$ cat config.mk
export PLATFORM = sky130hd
export DESIGN_NAME = mem_access_ctrl
export DESIGN_NICKNAME = d
export VERILOG_FILES = /design/src/rtl/mem_access_ctrl.sv
export SDC_FILE = /design/constraint.sdc
export NUM_CORES = 1
export LEC_CHECK = 0
export ABC_CLOCK_PERIOD_IN_PS = 1870
export CAP_MARGIN = 15
export CORE_ASPECT_RATIO = 1.1
export CORE_MARGIN = 10
export CORE_UTILIZATION = 39
export DETAILED_ROUTE_END_ITERATION = 8
export PLACE_DENSITY = 0.79
export SYNTH_ARGS = -nofsm -noshare
export SYNTH_HDL_FRONTEND = slang
export SYNTH_SLANG_ARGS = --single-unit
export TNS_END_PERCENT = 100
$ cat constraint.sdc
create_clock -name clk -period 1.87 [get_ports clk]
set_clock_uncertainty 0.2 [all_clocks]
set_input_delay 0.4675 -clock clk [delete_from_list [all_inputs] [get_ports clk]]
set_output_delay 0.4675 -clock clk [all_outputs]
set_load 0.05 [all_outputs]
$ cat src/rtl/mem_access_ctrl.sv
// Memory access controller: IDLE/REQ/DONE handshake between the control unit and memory.
// Optional build macro MEM_TIMEOUT_EN adds a REQ-state timeout that aborts with a sticky err.
`timescale 1ns/1ps
module mem_access_ctrl #(
  parameter int ADDR_W      = 16,
  parameter int DATA_W      = 16,
  parameter int TIMEOUT_CYC = 15
) (
  input  logic              clk,
  input  logic              reset,
  input  logic              start,
  input  logic              rw,
  input  logic [ADDR_W-1:0] addr,
  input  logic [DATA_W-1:0] wdata,
  output logic              busy,
  output logic              done,
  output logic [DATA_W-1:0] mdr_data,
  output logic              mdr_write,
  output logic              err,
  output logic              mem_req,
  output logic              mem_we,
  output logic [ADDR_W-1:0] mem_addr,
  output logic [DATA_W-1:0] mem_wdata,
  input  logic [DATA_W-1:0] mem_rdata,
  input  logic              mem_ack
);

  typedef enum logic [1:0] {
    S_IDLE = 2'd0,
    S_REQ  = 2'd1,
    S_DONE = 2'd2
  } state_t;

  state_t r_state;

`ifdef MEM_TIMEOUT_EN
  localparam int CNT_W = (TIMEOUT_CYC < 2) ? 1 : $clog2(TIMEOUT_CYC);
  logic [CNT_W-1:0] r_cnt;
  logic             r_err;
  assign err = r_err;
`else
  logic w_unused_timeout;
  assign w_unused_timeout = (TIMEOUT_CYC != 0);
  assign err = 1'b0;
`endif

  always_ff @(posedge clk or negedge reset) begin
    if (!reset) begin
      r_state   <= S_IDLE;
      busy      <= 1'b0;
      done      <= 1'b0;
      mdr_data  <= '0;
      mdr_write <= 1'b0;
      mem_req   <= 1'b0;
      mem_we    <= 1'b0;
      mem_addr  <= '0;
      mem_wdata <= '0;
`ifdef MEM_TIMEOUT_EN
      r_cnt     <= '0;
      r_err     <= 1'b0;
`endif
    end else begin
      done      <= 1'b0;
      mdr_write <= 1'b0;
      case (r_state)
        S_IDLE: begin
          if (start) begin
            r_state   <= S_REQ;
            busy      <= 1'b1;
            mem_req   <= 1'b1;
            mem_we    <= rw;
            mem_addr  <= addr;
            mem_wdata <= wdata;
`ifdef MEM_TIMEOUT_EN
            r_cnt     <= '0;
            r_err     <= 1'b0;
`endif
          end
        end
        S_REQ: begin
          // An acknowledge always takes priority over a timeout in the same cycle.
          if (mem_ack) begin
            r_state <= S_DONE;
            mem_req <= 1'b0;
            mem_we  <= 1'b0;
            done    <= 1'b1;
            if (!mem_we) begin
              mdr_data  <= mem_rdata;
              mdr_write <= 1'b1;
            end
          end
`ifdef MEM_TIMEOUT_EN
          else if (r_cnt == CNT_W'(TIMEOUT_CYC - 1)) begin
            r_state <= S_DONE;
            mem_req <= 1'b0;
            mem_we  <= 1'b0;
            done    <= 1'b1;
            r_err   <= 1'b1;
          end else begin
            r_cnt <= r_cnt + 1'b1;
          end
`endif
        end
        S_DONE: begin
          r_state <= S_IDLE;
          busy    <= 1'b0;
        end
        default: begin
          r_state <= S_IDLE;
          busy    <= 1'b0;
        end
      endcase
    end
  end

endmodule

==> impl_metrics.yaml <==
final_layout:
  drive_above_1_share: 0.4919
  fin_nets: 298
  antenna_cells: 0
  areaGrowthSynthToFinish_pct: 90.23
  mostFrequentLayoutCells: "dfrtp_1, buf_12, clkdlybuf4s50_1"
  fin_cells: 321
setup_path:
  rr_startpoint: "r_state[1]"
  critPathLaunchType: "input port"
  critical_path_arrival_ps: 1820
  worstSetupEndpointType: "flop"
  crit_required_ps: 1860
  worstSetupPathType: "input port to flop"
  crit_path_start: "mem_ack"
  cp_max_fo: 17
sta:
  min_period_ps: 1825
  fin_setup_tns_ps: 0
  slew_viol_final: 0
  hold_viol: 0
  period_share: 0.9759
  clock.fmax_mhz: 548.0
  finalSetupViolations: 0
  rsz0062_at_grt: "no"
  hold_ws_ps: 380.5
power_and_ir_drop:
  power-per-cell-area_mw_per_mm2: 2235
  ir_drop_mv: 1.181
  p_int_mw: 5.151
  p_switching_mw: 3.833
  seq_power_share: 0.272
  leakage_nw: 1.767
  p_comb_frac: 0.639
  power_frac_clock: 0.089
  p_sw_frac: 0.4267
route:
  wl_met2_mm: 3.180
  wl_met3_um: 497
  wl_per_cell_um: 19.93
  totalWireLength_mm: 6.399
  post_drt_via_cell_ratio: 4.698
  drc: 0
  wl_met1_mm: 2.651
  drt_iter0_drc: 43
  vias: 1508
  routed.top_layer: "met4"
  firstDrtPassIters: 4
  postRouteAntennaNets: 0
outcome:
  status: "finished clean"
hold_path:
  hold_class: "flop to flop"
  hp-start: "mem_addr[11]"
logic_synthesis:
  ys_types: 19
  avgSynthCellArea_sq_um: 16.38
  syn_inst: 129
  synth_seq_cells: 55
  ys_warn_count: 0
  ys_seq_area_frac: 0.6513
  syn_area_sq_mm: 0.002113
  synth_nets: 182
run:
  drv_cap: 0
clocking:
  cts.sinks: 55
  clkTransAtPathRegs_ps: 100
  cts_tree: "built"
  h-tree-depth: 2
  cts_max_path_buffers: 2
  cts_buffers: 5
  clk_latency_ps: 300
  clock-root-buffer: "clkbuf_8"
  cts_setup_buffers: 0
die:
  rows: 28
  fp.dieW_um: 90.19
  die_area_sq_mm: 0.008766
  core_area_sq_mm: 0.005325
  ios: 107
  die_h_um: 97.21
  initial_core_util: 0.3969
grt:
  grt_pass1_vias: 1693
  grt.overflow.total: 0
  antenna_found_initial: 0
  grt_pass1_wl_mm: 9.942
  grtUsageTotal: 0.1423
  grt_max_degree: 29
place:
  gp_congestion: 0.7160
  portBuffers: 105
  placed_cells: 309
  dp_hpwl_mm: 4.784
worst max-delay path, cell delays in order:
cell	delay, ps
clkdlybuf4s50_1	480
and3b_1	180
and2_1	170
buf_12	170
mux2_2	340
cells by family after synthesis:
logic type,Yosys count,share of synthesized area
muxes,48,0.2718
AOI/OAI and AO/OA,7,0.02013
other,1,0.001774
buffers and inverters,10,0.03256
DFF,55,0.6513
and+or+nand+nor,8,0.02250
per-stage QoR:
step	power, mW	util	instance area (sq um)	worst slack [ps]
finish	8.984	0.7549	4020	45.02
global route	9.308	0.7549	4020	13.43
CTS	8.999	0.7441	3963	46.00
detailed placement	8.121	0.7143	3804	-336.7
global placement	8.014	0.7143	3804	-296.0
floorplan	4.970	-	2113	103.7
worst paths after layout:
path | to | slack, ps | cells after the start
min | mem_addr[11] | 380 | 1
max in group asynchronous | mdr_data[15] | 700 | 3
min in group asynchronous | mem_addr[7] | 500 | 3
min reg2reg | mem_addr[11] | 380 | 1
max | mdr_data[7] | 50 | 5
max reg2reg | mdr_data[7] | 140 | 4
synth_stat cells:
cell type,number,share of area
nor2b_1,1,0.0030
o21ai_0,2,0.0047
clkbuf_2,1,0.0024
buf_6,2,0.011
a211oi_1,1,0.0036
and3b_1,2,0.0083
and2_1,2,0.0059
a2bb2oi_1,1,0.0041
mux2_1,1,0.0053
nand2_1,1,0.0018
nor2_1,2,0.0036
inv_1,3,0.0053
mux2_4,9,0.064
o22ai_1,1,0.0030
a21oi_1,2,0.0047
dfrtp_1,55,0.65
conb_1,1,0.0018
buf_4,4,0.014
mux2_2,38,0.20
metal layers:
layer,track usage,vias to the layer above
li1,-,670
met1,0.1712,753
met2,0.2366,80
met3,0.04714,5
met4,0.04044,0
met5,0,-
registers in the layout (all words and copies together), names as in the netlist:
name       cells
mdr_write      1
mem_we         1
busy           1
mem_wdata     16
done           1
mdr_data      16
mem_req        1
mem_addr      16
r_state        2
final cells by class:
| cell class | count | area (sq um) |
|---|---|---|
| clock buffers | 5 | 68.82 |
| clock inverters | 3 | 47.55 |
| fillers | 319 | 1305 |
| inverters | 3 | 11.26 |
| multi-input cells | 64 | 678.2 |
| flip-flops and latches | 55 | 1376 |
| well taps | 75 | 93.84 |
| repair buffers | 116 | 1744 |
what timing repair did:
action / in CTS / in global routing
hold endpoints to repair: 55 / 0
pin swaps: 0 / 1
cloned: 1 / 2
resized for setup: 4 / 2
endpoints found under the setup margin: 1 / 17
hold buffers: 1 / 0
power by group through the flow:
stage | clock network (mW) | registers [mW] | logic, mW
after floorplan | 0 | 4.13 | 0.843
after global placement | 0 | 2.41 | 5.60
after detailed placement | 0 | 2.46 | 5.66
after CTS | 0.833 | 2.44 | 5.73
after global routing | 0.875 | 2.52 | 5.91
final | 0.804 | 2.44 | 5.74
(Power assumes the default switching activity.)
